===== config.mk =====
export PLATFORM = sky130hd
export DESIGN_NAME = hearts_lives_ctrl
export DESIGN_NICKNAME = d
export VERILOG_FILES = /design/src/rtl/hud_pkg.sv /design/src/rtl/hud_slot_locator.sv /design/src/rtl/hearts_lives_ctrl.sv
export SDC_FILE = /design/constraint.sdc
export NUM_CORES = 1
export LEC_CHECK = 0
export BUFFER_PORTS_ARGS = -buffer_cell sky130_fd_sc_hd__clkbuf_2
export CAP_MARGIN = 10
export CORE_MARGIN = 10
export CORE_UTILIZATION = 57
export DETAILED_ROUTE_END_ITERATION = 8
export PLACE_DENSITY = 0.87
export SLEW_MARGIN = 0
export SYNTH_ARGS = -nofsm -noshare
export SYNTH_HDL_FRONTEND = slang
export SYNTH_SLANG_ARGS = --single-unit
export TNS_END_PERCENT = 100

===== constraint.sdc =====
create_clock -name clk -period 4.9 [get_ports clk]
set_input_delay 0.49 -clock clk [delete_from_list [all_inputs] [get_ports clk]]
set_output_delay 0.49 -clock clk [all_outputs]
set_load 0.01 [all_outputs]

===== src/rtl/hud_pkg.sv =====
// Shared HUD layout constants and the lives state type used by the HUD blocks.
package hud_pkg;

    typedef enum logic [1:0] {
        ALIVE = 2'd0,
        BLINK = 2'd1,
        DEAD  = 2'd2
    } lives_state_t;

    localparam int unsigned HUD_PIX_W      = 11;
    localparam int unsigned HUD_TOP_LEFT_X = 16;
    localparam int unsigned HUD_TOP_LEFT_Y = 8;
    localparam int unsigned HUD_HEART_SIZE = 32;
    localparam int unsigned HUD_SPACING    = 36;

endpackage


===== src/rtl/hud_slot_locator.sv =====
// Maps a scan pixel onto a row of equally pitched HUD slots: slot index,
// slot-local offsets and an in-slot flag. Purely combinational.
module hud_slot_locator #(
    parameter int unsigned MAX_LIVES  = 3,
    parameter int unsigned TOP_LEFT_X = 16,
    parameter int unsigned TOP_LEFT_Y = 8,
    parameter int unsigned HEART_SIZE = 32,
    parameter int unsigned SPACING    = 36
) (
    input  logic [10:0] pixel_x,
    input  logic [10:0] pixel_y,
    output logic [2:0]  slot,
    output logic [10:0] local_x,
    output logic [10:0] local_y,
    output logic        in_slot
);

    logic [10:0] dx;
    logic [10:0] dy;
    logic        x_ok;
    logic        y_ok;
    logic        found;

    // Slot search by ascending compare chain against slot boundaries (no divider).
    always_comb begin
        dx      = pixel_x - 11'(TOP_LEFT_X);
        dy      = pixel_y - 11'(TOP_LEFT_Y);
        x_ok    = (pixel_x >= 11'(TOP_LEFT_X));
        y_ok    = (pixel_y >= 11'(TOP_LEFT_Y)) && (dy < 11'(HEART_SIZE));
        slot    = '0;
        local_x = '0;
        found   = 1'b0;
        for (int unsigned k = 0; k < MAX_LIVES; k++) begin
            if (!found && (dx < 11'((k + 1) * SPACING))) begin
                found   = 1'b1;
                slot    = 3'(k);
                local_x = dx - 11'(k * SPACING);
            end
        end
        local_y = dy;
        in_slot = x_ok && y_ok && found && (local_x < 11'(HEART_SIZE));
    end

endmodule


===== src/rtl/hearts_lives_ctrl.sv =====
// Player lives tracker and heart-row HUD pixel locator. A lost heart blinks
// for a number of frames before disappearing; game over follows at zero lives.
module hearts_lives_ctrl
    import hud_pkg::*;
#(
    parameter int unsigned MAX_LIVES    = 3,
    parameter int unsigned INIT_LIVES   = 3,
    parameter int unsigned TOP_LEFT_X   = HUD_TOP_LEFT_X,
    parameter int unsigned TOP_LEFT_Y   = HUD_TOP_LEFT_Y,
    parameter int unsigned HEART_SIZE   = HUD_HEART_SIZE,
    parameter int unsigned SPACING      = HUD_SPACING,
    parameter int unsigned BLINK_FRAMES = 60,
    parameter int unsigned BLINK_PERIOD = 8
) (
    input  logic        clk,
    input  logic        resetN,
    input  logic [10:0] pixelX,
    input  logic [10:0] pixelY,
    input  logic        startOfFrame,
    input  logic        hit,
    input  logic        bonus,
    input  logic        restart,
    output logic        InsideRectangle,
    output logic [10:0] offsetX,
    output logic [10:0] offsetY,
    output logic [2:0]  lives,
    output logic        game_over
);

    localparam int unsigned FC_W = $clog2(BLINK_FRAMES + 1);
    localparam int unsigned PC_W = $clog2(BLINK_PERIOD + 1);

    lives_state_t    state;
    lives_state_t    state_n;
    logic [2:0]      lives_q;
    logic [2:0]      lives_n;
    logic [FC_W-1:0] frame_cnt;
    logic [FC_W-1:0] frame_n;
    logic [PC_W-1:0] period_cnt;
    logic [PC_W-1:0] period_n;
    logic            blink_vis;
    logic            vis_n;

    logic [2:0]      slot;
    logic [10:0]     local_x;
    logic [10:0]     local_y;
    logic            in_slot;
    logic            slot_visible;

    hud_slot_locator #(
        .MAX_LIVES  (MAX_LIVES),
        .TOP_LEFT_X (TOP_LEFT_X),
        .TOP_LEFT_Y (TOP_LEFT_Y),
        .HEART_SIZE (HEART_SIZE),
        .SPACING    (SPACING)
    ) u_locator (
        .pixel_x (pixelX),
        .pixel_y (pixelY),
        .slot    (slot),
        .local_x (local_x),
        .local_y (local_y),
        .in_slot (in_slot)
    );

    // Next-state logic for the lives FSM, lives counter and blink counters.
    // Blink counters only advance on startOfFrame so visibility never changes mid-frame;
    // BLINK is entered with the lost heart visible, so the immediate lives drop does not tear.
    always_comb begin
        state_n  = state;
        lives_n  = lives_q;
        frame_n  = frame_cnt;
        period_n = period_cnt;
        vis_n    = blink_vis;
        if (restart) begin
            state_n  = ALIVE;
            lives_n  = 3'(INIT_LIVES);
            frame_n  = '0;
            period_n = '0;
            vis_n    = 1'b1;
        end else begin
            case (state)
                ALIVE: begin
                    if (hit && !bonus && (lives_q != 3'd0)) begin
                        state_n  = BLINK;
                        lives_n  = lives_q - 3'd1;
                        frame_n  = '0;
                        period_n = '0;
                        vis_n    = 1'b1;
                    end else if (bonus && !hit && (lives_q < 3'(MAX_LIVES))) begin
                        lives_n = lives_q + 3'd1;
                    end
                end
                BLINK: begin
                    if (bonus && (lives_q < 3'(MAX_LIVES))) begin
                        lives_n = lives_q + 3'd1;
                    end
                    if (startOfFrame) begin
                        if (frame_cnt == FC_W'(BLINK_FRAMES - 1)) begin
                            state_n  = (lives_n != 3'd0) ? ALIVE : DEAD;
                            frame_n  = '0;
                            period_n = '0;
                            vis_n    = 1'b1;
                        end else begin
                            frame_n = frame_cnt + FC_W'(1);
                            if (period_cnt == PC_W'(BLINK_PERIOD - 1)) begin
                                period_n = '0;
                                vis_n    = !blink_vis;
                            end else begin
                                period_n = period_cnt + PC_W'(1);
                            end
                        end
                    end
                end
                DEAD: begin
                    state_n = DEAD;
                end
                default: begin
                    state_n = ALIVE;
                end
            endcase
        end
    end

    // Control state registers; game_over tracks the DEAD state cycle-for-cycle.
    always_ff @(posedge clk) begin
        if (!resetN) begin
            state      <= ALIVE;
            lives_q    <= 3'(INIT_LIVES);
            frame_cnt  <= '0;
            period_cnt <= '0;
            blink_vis  <= 1'b1;
            game_over  <= 1'b0;
        end else begin
            state      <= state_n;
            lives_q    <= lives_n;
            frame_cnt  <= frame_n;
            period_cnt <= period_n;
            blink_vis  <= vis_n;
            game_over  <= (state_n == DEAD);
        end
    end

    // A slot is drawn when it holds a life, or it is the heart being lost and in its visible phase.
    always_comb begin
        slot_visible = (slot < lives_q) ||
                       ((state == BLINK) && blink_vis && (slot == lives_q));
    end

    // Registered pixel outputs: one cycle behind the scan coordinates.
    always_ff @(posedge clk) begin
        if (!resetN) begin
            InsideRectangle <= 1'b0;
            offsetX         <= '0;
            offsetY         <= '0;
        end else begin
            InsideRectangle <= in_slot && slot_visible;
            offsetX         <= (in_slot && slot_visible) ? local_x : '0;
            offsetY         <= (in_slot && slot_visible) ? local_y : '0;
        end
    end

    assign lives = lives_q;

endmodule


; ---- After elaboration in Yosys (flattened, before gate mapping)
; Cells that the tools add are included.
[op_classes]
eq_ne = 10
bitwise = 1
n_addsub = 8
order_cmp = 9
muxes = 34
n_reduce_logical = 29
[op_table]
columns = operator, n
row1 = $lt 11x6->1 const B, 3
row2 = $mux 11, 3
row3 = $lt 11x7->1 const B, 2
row4 = $mux 6, 3
row5 = $mux 4, 4
row6 = $mux 3, 5
row7 = $logic_and 1x1->1, 14
row8 = $mux 2, 6
row9 = $pmux 6 s2, 1
row10 = $ge 11x4->1 const B, 1
row11 = $ge 11x5->1 const B, 1
row12 = $sub 11x4->11 const B, 1
row13 = $sub 11x5->11 const B, 1
row14 = $sub 11x6->11 const B, 1
row15 = $sub 11x7->11 const B, 1
row16 = $mux 1, 8
row17 = $pmux 4 s2, 1
row18 = $add 6x1->6 const B, 1
row19 = $eq 6x6->1 const B, 1
row20 = $ne 3x3->1 const B, 2
row21 = $pmux 2 s3, 1
row22 = $pmux 3 s2, 1
row23 = $reduce_bool 3->1, 2
row24 = $logic_not 1->1, 5
row25 = 19 further kinds, 22
[word_totals]
regBits = 40
out_inout_bits = 27

; ---- Longest topological paths before layout
[logic_depth]
word_depth = 14
mapped_depth = 15
ltp_nobuf = 13

; ---- Hierarchy
; From an unflattened synthesis, not the netlist that was laid out.
[unflattened]
cells_unflattened = 289
area_unflattened_um2 = 2549.9
[by_module_without_submodules]
columns = mod, instances, seq_area_each_um2, area_per_inst_um2, cells_per_inst
row1 = hearts_lives_ctrl, 1, 800.8, 1755.4, 177
row2 = hud_slot_locator, 1, 0.0, 794.5, 112

; ---- Worst setup path before layout
; OpenSTA, ideal clock, no wires.
[synth_path]
path_type = input to register
startpoint = in pixelX[6]
endpoint = reg offsetX[0]
setup_slack_ns = 2.140
path_buffers = 2
t_required_ns = 4.820
arrival_time_ns = 2.680
setup_time_ns = 0.080
stages = 12
path_cell_list = buf_6 or3_4 o31ai_1 o221a_2 nand2_1 ha_1 a311o_1 a31oi_1 a221oi_1 nand4_1 buf_6 nor3b_1
[synth_via]
elab_chain_cells = 14
elab_cells_between_ends = 29
classes_between = add/sub (3) / order compare (6) / eq/ne (1) / mux (8) / reduce/logical (11)
[synth_lines]
columns = element, line
row1 = "start, declared", hearts_lives_ctrl.sv:17  ; input logic [10:0] pixelX,
row2 = branches (longest 14 deep; another with $sub 11x5->11), n/a
row3 = "end signal, assigned", hearts_lives_ctrl.sv:157  ; offsetX <= (in_slot && slot_visible) ? local_x : '0;
row4 = "end, declared", hearts_lives_ctrl.sv:24  ; output logic [10:0] offsetX,
; Several ways; the timed one is not identified.
; A chain may end at the register's enable or synchronous reset.

; ---- Final worst setup path
[layout_path]
startpoint = in pixelX[4]
endpoint = reg offsetY[4]
[layout_via]
elab_chain_cells = 14
elab_cells_between_ends = 29
classes_between = add/sub (3) / order compare (6) / eq/ne (1) / mux (8) / reduce/logical (11)
[layout_lines]
columns = element, line
row1 = branches (longest 12 deep; another with $sub 11x5->11), n/a
row2 = $logic_and 1x1->1 *, hearts_lives_ctrl.sv:158  ; offsetY <= (in_slot && slot_visible) ? local_y : '0;
row3 = $reduce_and 2->1 (no source line) *, n/a
row4 = "end signal, assigned", hearts_lives_ctrl.sv:158
row5 = "end, declared", hearts_lives_ctrl.sv:25  ; output logic [10:0] offsetY,
; Every way passes the cells marked *.

==> key figures <==
GRT
  – Antenna violations before repair: 0
  – First-pass GRT wire length: 8920 um
  – Vias in the first global route: 1966
  – Total GRT Usage: 16.7%
  – GRT overflow: 0
  – Largest net degree at the start of global routing: 15

Routing
  – Number of DRC markers after the initial detailed-route iteration: 122
  – # DRC: 0
  – Vias: 1994
  – Via density: 5.40
  – Initial DRT Pass Iterations: 4
  – Post-Route WL: 5290 um
  – Routed len/inst: 14.3 um
  – Number of nets with antenna violations after routing: 0

Synthesis
  – Post-synthesis cell count: 257
  – Cell variety after synth: 46
  – #FFs+latches synth: 40
  – Cell Area, Synth: 2150 um^2
  – Commonest cells in the netlist: dfxtp_1, nand2_1, nor2_1
  – Yosys top cell by area: dfxtp_1
  – Post-synth EDFFs: 0
  – Sequential fraction of the synthesis area: 37.2%
  – Synth top area share: 37.2%
  – Synth top area cells: dfxtp_1, ha_1, xnor2_1
  – FFs w/ async S/R, synth: 0%
  – Ys Warns: 0
  – Syn Area/Cell: 8.38 um^2
  – Most common cell in the synthesized netlist: dfxtp_1
  – Synth Flop Type: dfxtp_1

STA
  – Relative slew slack: 39.5%
  – Final Hold Viols: 0
  – Max Slew Vio Count: 0
  – Final setup vio count: 0
  – Fin Setup TNS: 0 ns
  – Final Cycle Share: 73.1%
  – RSZ-0062 raised after global routing: no
  – Worst-Margin Slew: 0.902 ns
  – Min Clock Period, post-route: 3.58 ns
  – Peak Freq: 279 MHz
  – Setup Skew: 0.00374 ns

Critical path
  – Most common cell on crit path: ha_1
  – WS Path Type: input port to flip-flop
  – CP max stage delay: 0.74 ns
  – Crit-path cells: clkbuf_2 > inv_1 > ha_1 > xnor2_1 > a21o_1 > nand2_1 > ha_1 > a311o_1 > a31oi_1 > a221oi_1 > nand4_1 > nor3_1
  – Setup crit start: pixelX[4]
  – CP max-delay cell: xnor2_1
  – R2R depth: 6
  – Buf/Inv on CP: 2
  – Internal reg-to-reg setup slack: 2.74 ns
  – Setup crit start kind: input port
  – Crit path depth: 12
  – Worst Setup EP: offsetY[4]
  – CP delay by family, top: simple AND/OR/NAND/NOR gates
  – Critical path arrival: 3.80 ns
  – Max FO, Critical Path: 12
  – Required time worst endpoint: 5.11 ns
  – Worst r2r dst: offsetY[4]
  – Worst R2R Start: state[0]
  – Critical Path End Type: flip-flop

Pwr
  – Seq pwr share: 46.4%
  – Total power: 727 uW
  – Pint: 532 uW
  – NetSw: 195 uW
  – Worst vdd ir: 0.262 mV
  – Pwr dens: 281 nW/um^2
  – Logic pwr share: 15.8%
  – Switching Fraction: 26.8%
  – Clock Power Share: 37.8%
  – Leak: 0.00115 uW

CTS
  – Clock Path Buffers: 2
  – Post_cts resized: 0
  – Setup Buffers After CTS: 0
  – CTS tree: built
  – Root Driver: clkbuf_8
  – CTS Hold Bufs: 0
  – H-tree levels: 2
  – Clock Latency Late Sink: 0.30 ns
  – Worst-path clk slew: 0.08 ns
  – Num CTS Buffers: 5
  – Clock Sinks: 40

Floorplanning
  – Die area: 6640 um^2
  – Die width: 81.5 um
  – Height of the die: 81.5 um
  – Core footprint: 3660 um^2
  – Io pins: 55
  – Initial Utilization: 58.9%
  – FP Rows: 22

Cells and area
  – Nets: 362
  – Final core occ: 70.7%
  – Number of fill cells in the layout: 306
  – Synthesis-to-layout area growth: 20.1%
  – Finished Cell Area: 2590 um^2
  – Share of cells above drive strength 1: 21.2%
  – ANT cells: 0

Run
  – Max cap viols: 0

Hold path
  – HP Start: pixelY[0]
  – Min-Delay Path Class: input port to flip-flop

Placement
  – Dpl hpwl: 4000 um
  – PortBufs: 54
  – Placed cell areas: 2470 um^2
  – GPL Wtd Cong: 0.900

Outcome
  – Status: finished, final reports clean
## metrics by stage
step           setup WS, ns  instances  hold slack (ns)
2_1_floorplan          2.14        268            0.449
3_3_place_gp           1.22        361            0.457
3_5_place_dp           1.06        361            0.464
4_1_cts                1.36        369            0.419
5_1_grt               0.995        369            0.430
6_report               1.32        369            0.424
## cell families (layout without fill, tap and decap cells)
kind of cell	count (synthesis)	after routing	share of synthesized area, %
other	1	12	0.174
AND/OR/NAND/NOR	100	100	24.3
multiplexers	1	1	0.465
XOR/XNOR	18	18	7.32
buffers and inverters	25	78	5.28
adder cells (fa/ha/maj)	14	14	8.13
flip-flops	40	40	37.2
AO/OA/AOI/OAI	58	58	17.1
## worst min path at each step
stage,cells after the start,to
finish,2,offsetY[0]
global route,2,offsetY[2]
CTS,2,offsetY[1]
detailed placement,2,frame_cnt[1]
global placement,2,frame_cnt[1]
floorplan,2,frame_cnt[1]
## cell usage in the layout, fill, tap and decap left out, types with 13 or more instances in the layout
cell,netlist,routed
clkbuf_2,0,54
nand2_1,21,21
nor2_1,20,20
ha_1,14,14
inv_1,16,16
dfxtp_1,40,40
a21oi_1,15,15
o21ai_0,13,13
## layer usage
layer  up-vias  global-route usage (%)  wire, um
met5         -                       0         0
met4         0                    6.92        87
li1       1015                       -         -
met2        58                    27.5      2540
met3        12                    6.33       428
met1       909                    19.0      2230
## worst reg2reg max path, stage by stage (launching register included)
cell and delay (ns):
dfxtp_1 0.43, and2b_1 0.26, a311o_1 0.22, a31oi_1 0.08, a221oi_1 0.30, nand4_1 0.47
nor3_1 0.32
## layout make-up
type	instances	area (um^2)	area share (%)
inverters	16	60.1	2.32
multi-input cells	203	1280	49.5
repair buffers	54	270	10.4
flip-flops and latches	40	801	30.9
clock inverters	3	46.3	1.79
well taps	48	60.1	2.32
clock buffers	5	68.8	2.66
## sequential cells by signal, summed over array words and instances, names as in the netlist
signal / count
offsetX: 11
blink_vis: 1
lives: 3
InsideRectangle: 1
period_cnt: 4
offsetY: 11
game_over: 1
frame_cnt: 6
state: 2
## power by group through the flow
stage	combinational, uW	clock [uW]	sequential [uW]
after floorplan	74.2	0	347
after global placement	111	0	344
after detailed placement	112	0	345
after CTS	115	278	337
after global routing	130	292	338
final	115	275	337
Power figures use the tool's default switching activity.
